File: src/rtl/zx_sd_sequencer.sv
// Scan-doubler sequencer for the ZX80/ZX81 VGA path.
// Decodes composite sync into line/frame edges, runs the 13 MHz column
// counters, addresses the 1024x1 double-bank line buffer (write at the ZX
// pixel rate, read at twice that) and generates VGA hs/vs/de.
module zx_sd_sequencer #(
    parameter int LINE_LEN   = 414,
    parameter int VS_THRESH  = 90,
    parameter int H_DE_START = 64,
    parameter int H_DE_END   = 364,
    parameter int HS_START   = 384,
    parameter int V_DE_START = 16,
    parameter int V_DE_END   = 296
) (
    input  logic       clk13,
    input  logic       n_reset,
    input  logic       csync,
    output logic       wr_en,
    output logic [9:0] wr_addr,
    output logic [9:0] rd_addr,
    output logic       hs,
    output logic       vs,
    output logic       de,
    output logic       scanline,
    output logic [9:0] line_cnt,
    output logic       resync
);

    // Parameters sized to the counters they are compared against
    localparam logic [8:0] COL_LAST = 9'(LINE_LEN - 1);
    localparam logic [8:0] COL_LEN  = 9'(LINE_LEN);
    localparam logic [7:0] VS_TH    = 8'(VS_THRESH);
    localparam logic [8:0] HDE_S    = 9'(H_DE_START);
    localparam logic [8:0] HDE_E    = 9'(H_DE_END);
    localparam logic [8:0] HS_S     = 9'(HS_START);
    localparam logic [9:0] VDE_S    = 10'(V_DE_START);
    localparam logic [9:0] VDE_E    = 10'(V_DE_END);

    // Sync decode state
    logic       csd_q;
    logic [7:0] sync_len_q, sync_len_d;
    logic       vs_q, vs_d;

    // Line / column state
    logic       wr_bank_q, wr_bank_d;
    logic [9:0] line_cnt_q, line_cnt_d;
    logic       scanline_q, scanline_d;
    logic [8:0] sd_col_q, sd_col_d;
    logic [9:0] zx_col_q, zx_col_d;

    // Registered VGA timing outputs
    logic       hs_q, hs_d;
    logic       de_q, de_d;
    logic       resync_q, resync_d;

    // Decoded events
    logic       edge_ev;
    logic       hsync_ev;
    logic       vs_start;
    logic       col_wrap;
    logic       h_de;
    logic       v_de;

    // Sync-low length, counting the current cycle, saturating at 255
    always_comb begin
        sync_len_d = sync_len_q;
        if (csync)
            sync_len_d = '0;
        else if (sync_len_q != 8'hFF)
            sync_len_d = sync_len_q + 8'd1;
    end

    // The end of a sync pulse only counts if a low cycle has actually been
    // seen since reset, so the cycle after reset release (csD cleared, csync
    // already high) is not taken for the end of a pulse.
    assign edge_ev  = csync & ~csd_q & (sync_len_q != 8'd0);
    assign hsync_ev = edge_ev & (sync_len_q < VS_TH);
    assign vs_start = ~csync & (sync_len_d == VS_TH);
    assign col_wrap = (sd_col_q == COL_LAST);
    assign h_de     = (sd_col_q >= HDE_S) & (sd_col_q < HDE_E);
    assign v_de     = (line_cnt_q >= VDE_S) & (line_cnt_q < VDE_E);

    // Next-state for vsync and the per-line counters
    always_comb begin
        vs_d       = vs_q;
        wr_bank_d  = wr_bank_q ^ edge_ev;
        line_cnt_d = line_cnt_q;
        scanline_d = scanline_q;
        sd_col_d   = sd_col_q + 9'd1;
        zx_col_d   = zx_col_q;

        if (csync)
            vs_d = 1'b0;
        else if (vs_start)
            vs_d = 1'b1;

        // vsync start and an edge never coincide (one needs csync low,
        // the other csync high), so the clear and increment are exclusive
        if (vs_start)
            line_cnt_d = '0;
        else if (edge_ev && line_cnt_q != 10'h3FF)
            line_cnt_d = line_cnt_q + 10'd1;

        if (hsync_ev || col_wrap)
            sd_col_d = '0;

        // Clearing at vsync wins over a toggle from a column restart
        if (vs_start)
            scanline_d = 1'b0;
        else if (hsync_ev || col_wrap)
            scanline_d = ~scanline_q;

        // ZX column only realigns on hsync; frame edges leave it running
        if (hsync_ev)
            zx_col_d = '0;
        else if (zx_col_q != 10'h3FF)
            zx_col_d = zx_col_q + 10'd1;
    end

    // Registered outputs derived from the current counter values
    always_comb begin
        hs_d     = (sd_col_q >= HS_S);
        de_d     = h_de & v_de;
        resync_d = hsync_ev & ~col_wrap;
    end

    // Sync decode registers
    always_ff @(posedge clk13) begin
        if (!n_reset) begin
            csd_q      <= 1'b0;
            sync_len_q <= '0;
            vs_q       <= 1'b0;
        end else begin
            csd_q      <= csync;
            sync_len_q <= sync_len_d;
            vs_q       <= vs_d;
        end
    end

    // Line buffer bank, line/column counters and VGA timing registers
    always_ff @(posedge clk13) begin
        if (!n_reset) begin
            wr_bank_q  <= 1'b0;
            line_cnt_q <= '0;
            scanline_q <= 1'b0;
            sd_col_q   <= '0;
            zx_col_q   <= '0;
            hs_q       <= 1'b0;
            de_q       <= 1'b0;
            resync_q   <= 1'b0;
        end else begin
            wr_bank_q  <= wr_bank_d;
            line_cnt_q <= line_cnt_d;
            scanline_q <= scanline_d;
            sd_col_q   <= sd_col_d;
            zx_col_q   <= zx_col_d;
            hs_q       <= hs_d;
            de_q       <= de_d;
            resync_q   <= resync_d;
        end
    end

    // RAM addresses come straight from registers; the two banks always
    // differ in bit 9, so reads never touch the bank being written
    assign wr_en    = zx_col_q[0] & (zx_col_q[9:1] < COL_LEN);
    assign wr_addr  = {wr_bank_q, zx_col_q[9:1]};
    assign rd_addr  = {~wr_bank_q, sd_col_q};
    assign hs       = hs_q;
    assign vs       = vs_q;
    assign de       = de_q;
    assign scanline = scanline_q;
    assign line_cnt = line_cnt_q;
    assign resync   = resync_q;

endmodule

File: config.mk
export PLATFORM = sky130hd
export DESIGN_NAME = zx_sd_sequencer
export DESIGN_NICKNAME = d
export VERILOG_FILES = /design/src/rtl/zx_sd_sequencer.sv
export SDC_FILE = /design/constraint.sdc
export NUM_CORES = 1
export LEC_CHECK = 0
export CORE_MARGIN = 5
export CORE_UTILIZATION = 53
export DETAILED_ROUTE_END_ITERATION = 8
export PLACE_DENSITY = 0.8
export SYNTH_ARGS = -nofsm -noshare
export SYNTH_HDL_FRONTEND = slang
export SYNTH_SLANG_ARGS = --single-unit
File: constraint.sdc
create_clock -name clk13 -period 2.29 [get_ports clk13]
set_input_delay 0.458 -clock clk13 [delete_from_list [all_inputs] [get_ports clk13]]
set_output_delay 0.458 -clock clk13 [all_outputs]
set_load 0.02 [all_outputs]
==> metrics.md <==
| Metric | Value |
|---|---|
| Final nets | between 300 and 400 |
| Number of vias in the routed layout | between 1.5k and 2k |
| Area of the mapped netlist | 2290 µm² |
| Register bit total from synthesis | 44 |
| Initial antenna violation count | 0 |
| Outcome | finished clean |
| Period utilization | 0.923 |
| Largest stage delay on the critical path | roughly 470 ps |
| Count of buffers added by post-CTS timing repair for setup | 0 |
| Total of hold buffers inserted after clock tree synthesis | 0 |
| Post-cts gate resize count | 0 |
| Cell count after synthesis | ~270 |
| Distinct cell type count after synthesis | 48 |
| Pin count of the biggest net entering global routing | 14 |
| Wire length of the first global-routing pass | approximately 7800 µm |
| Mapped Avg Cell Area | 8.56 µm² |
| Worst path buffer plus inverter count | 1 |
| Number of CTS-inserted buffers | 5 |
| Endpoint required time on the critical path | ~2500 ps |
| GR Util All Layers | 0.174 |
| Per-cell via count in the routed design | ~5.5 |
| Max IR drop VDD | around 290 µV |
| Count of filler cells inserted in the layout | about 360 |
| Transition time of the tightest slew-check pin | between 500 and 600 ps |
| H-tree depth | 2 |
| Final slew viol count | 0 |
| HPWL Detailed | ~3400 µm |
| Count of flip-flops with a built-in enable after synthesis | 0 |
| Commonest register cell after synthesis | sky130_fd_sc_hd__dfxtp_1 |
| Floorplan core area | ~4300 µm² |
| Overflow left after global routing | 0 |
| DRC violation count after routing | 0 |
| RePlAce Congestion | about 0.83 |
| Number of instances on the worst hold path | 2 |
| Worst hold-check path type | reg -> reg |
| Final setup violation count | 0 |
| Die Height | 75.8 µm |
| Clock skew | between 9 and 10 ps |
| Ratio of cells with drive above 1 in the final layout | 0.0836 |
| Number of antenna repair diodes | 0 |
| Kind of cell adding the most delay to the critical path | simple AND/OR/NAND/NOR gates |
| Number of cells on the critical path | 7 |
| Setup Crit Path Kind | reg -> reg |
| Die width | between 70 and 80 µm |
| Asr flop ratio synth | 0 |
| Critical path's slowest cell | sky130_fd_sc_hd__or4b_4 |
| DRT antenna net count | 0 |
| I/O pin cnt | 39 |
| Min cycle time layout | 2110 ps |
| Wire length per cell after detailed routing | between 10 and 15 µm |
| R2R cell count | 7 |
| Starting utilization of the core area | 0.538 |
| Yosys warning total | 0 |
| Total power density per cell area | a little over 500 nW/µm² |
| Critical-path maximum fanout | 10 |
| Placed insts | approximately 340 |
| 1st-iter DRT viols | between 80 and 90 |
| Worst Setup Start Kind | flop |
| Layout Area Growth over Synthesis | 19.6% |
| Drt pass-1 iters | 4 |
| Final hold violation count | 0 |
| Clock Latency Late Sink | 300 ps |
| Area of the die | between 5000 and 6000 µm² |
| Placement Rows | 24 |
| Endpoint arrival time on the critical path | 2320 ps |
| Static Leakage | between 0.001 and 0.0015 µW |
| Total detailed-routing wirelength | between 4000 and 5000 µm |
| Number of buffers on the longest clock path | 2 |
| Clock root buffer | sky130_fd_sc_hd__clkbuf_8 |
| Sequential fraction of the synthesis area | 0.384 |
| Clk sink count | between 40 and 50 |
| Unrepaired setup endpoints after global routing | no |
| Kind of capture point of the worst setup path | flop |
| Syn Nets | between 200 and 300 |
| Final non-filler cell total | ~350 |
| Clock transition at the registers of the reported paths | ~80 ps |
| Max-cap violation count | 0 |
| F_max | about 470 MHz |
| Final sum of negative setup slack | 0 ps |
| Cell-by-cell trace of the critical path | inv_1 > ha_1 > or4b_4 > o41ai_4 > or3b_1 > nand2_4 > a211oi_2 |
| TritonCTS clock tree | done |
| Via count of the first global-routing pass | 1785 |
| Worst-case headroom to the max-slew limit | 0.620 |
| Port-buffer cells | 38 |
[area by class of cell]
cell class	instances	area [µm²]	share of cell area
clock inverters	2	12.5	0.00456
inverters	11	41.3	0.0150
repair buffers	46	443	0.161
well taps	52	65.1	0.0237
clock buffers	5	68.8	0.0251
flip-flops and latches	44	882	0.321
multi-input cells	191	1230	0.449
[layer usage]
| metal | vias to the layer above | GRT usage | wire length [µm] |
|---|---|---|---|
| li1 | 978 | - | - |
| met1 | 897 | 0.221 | 2100 |
| met2 | 47 | 0.284 | 2310 |
| met3 | 9 | 0.0435 | 214 |
| met4 | 0 | 0.0660 | 74 |
| met5 | - | 0 | 0 |
[report_power, final]
group / total [µW] / switching [µW] / leakage (µW) / internal [µW]
combinational: 144 / 77.5 / 0.000613 / 66.8
sequential: 799 / 17.8 / 0.000357 / 781
clock: 463 / 257 / 0.0000400 / 207
total: 1410 / 352 / 0.00101 / 1050
[through the flow]
stage	cell area [µm²]	util	worst slack [ps]	total power, µW	hold slack, ps
floorplan	2290	-	383	910	462
global placement	2660	0.624	150	959	434
detailed placement	2660	0.624	139	962	441
CTS	2740	0.643	28.9	1430	453
global route	2740	0.643	22.0	1470	480
finish	2740	0.643	177	1410	447
[worst paths after layout]
check | startpoint | to | slack [ps]
hold reg to reg | vs | vs | 450
setup / recovery | sync_len_q[1] | zx_col_q[8] | 180
setup reg to reg | sync_len_q[1] | zx_col_q[8] | 180
hold / removal | vs | vs | 450
[worst reg2reg max path, stage by stage (launching register included)]
cell                       delay, ps
sky130_fd_sc_hd__dfxtp_1         370
sky130_fd_sc_hd__inv_1           120
sky130_fd_sc_hd__ha_1            150
sky130_fd_sc_hd__or4b_4          470
sky130_fd_sc_hd__o41ai_4         290
sky130_fd_sc_hd__or3b_1          330
sky130_fd_sc_hd__nand2_4         140
sky130_fd_sc_hd__a211oi_2        180
[synthesized netlist by cell type, drive strengths merged (7+ instances only)]
library cell	n	area (µm²)
buf	18	126
a21oi	10	50.1
nor3	7	40.0
nand2	17	71.3
xnor2	16	140
o21ai	7	35.0
nor2	40	150
nand4	8	50.1
ha	8	100
xor2	9	78.8
dfxtp	44	881
nand3	17	97.6
inv	11	41.3
[sequential cells by signal, summed over array words and instances, names as in the netlist]
name / count
scanline: 1
zx_col_q: 10
sync_len_q: 8
csd_q: 1
hs: 1
line_cnt: 10
vs: 1
resync: 1
de: 1
wr_bank_q: 1
sd_col_q: 9
[logic make-up after synthesis]
group,count (synthesis),share of synthesized area
adder cells (fa/ha/maj),8,0.0436
buffers and inverters,33,0.0796
AND/OR/NAND/NOR,121,0.278
multiplexers,3,0.0131
AO/OA/AOI/OAI,34,0.106
XOR/XNOR,25,0.0954
flip-flops,44,0.384
[cells in the final DEF, fill, tap and decap left out, types with 5 or more instances in the layout]
master	instances
sky130_fd_sc_hd__nor4_1	5
sky130_fd_sc_hd__xor2_1	9
sky130_fd_sc_hd__nand3_1	16
sky130_fd_sc_hd__xnor2_1	16
sky130_fd_sc_hd__nand2_1	16
sky130_fd_sc_hd__dfxtp_1	43
sky130_fd_sc_hd__clkbuf_8	5
sky130_fd_sc_hd__a21oi_1	10
sky130_fd_sc_hd__nor3_1	6
sky130_fd_sc_hd__clkdlybuf4s50_1	37
sky130_fd_sc_hd__and3_1	5
sky130_fd_sc_hd__inv_1	11
sky130_fd_sc_hd__ha_1	8
sky130_fd_sc_hd__nand4_1	8
sky130_fd_sc_hd__nor2_1	40
sky130_fd_sc_hd__buf_4	8
sky130_fd_sc_hd__o21ai_0	7
(Power assumes the default switching activity.)
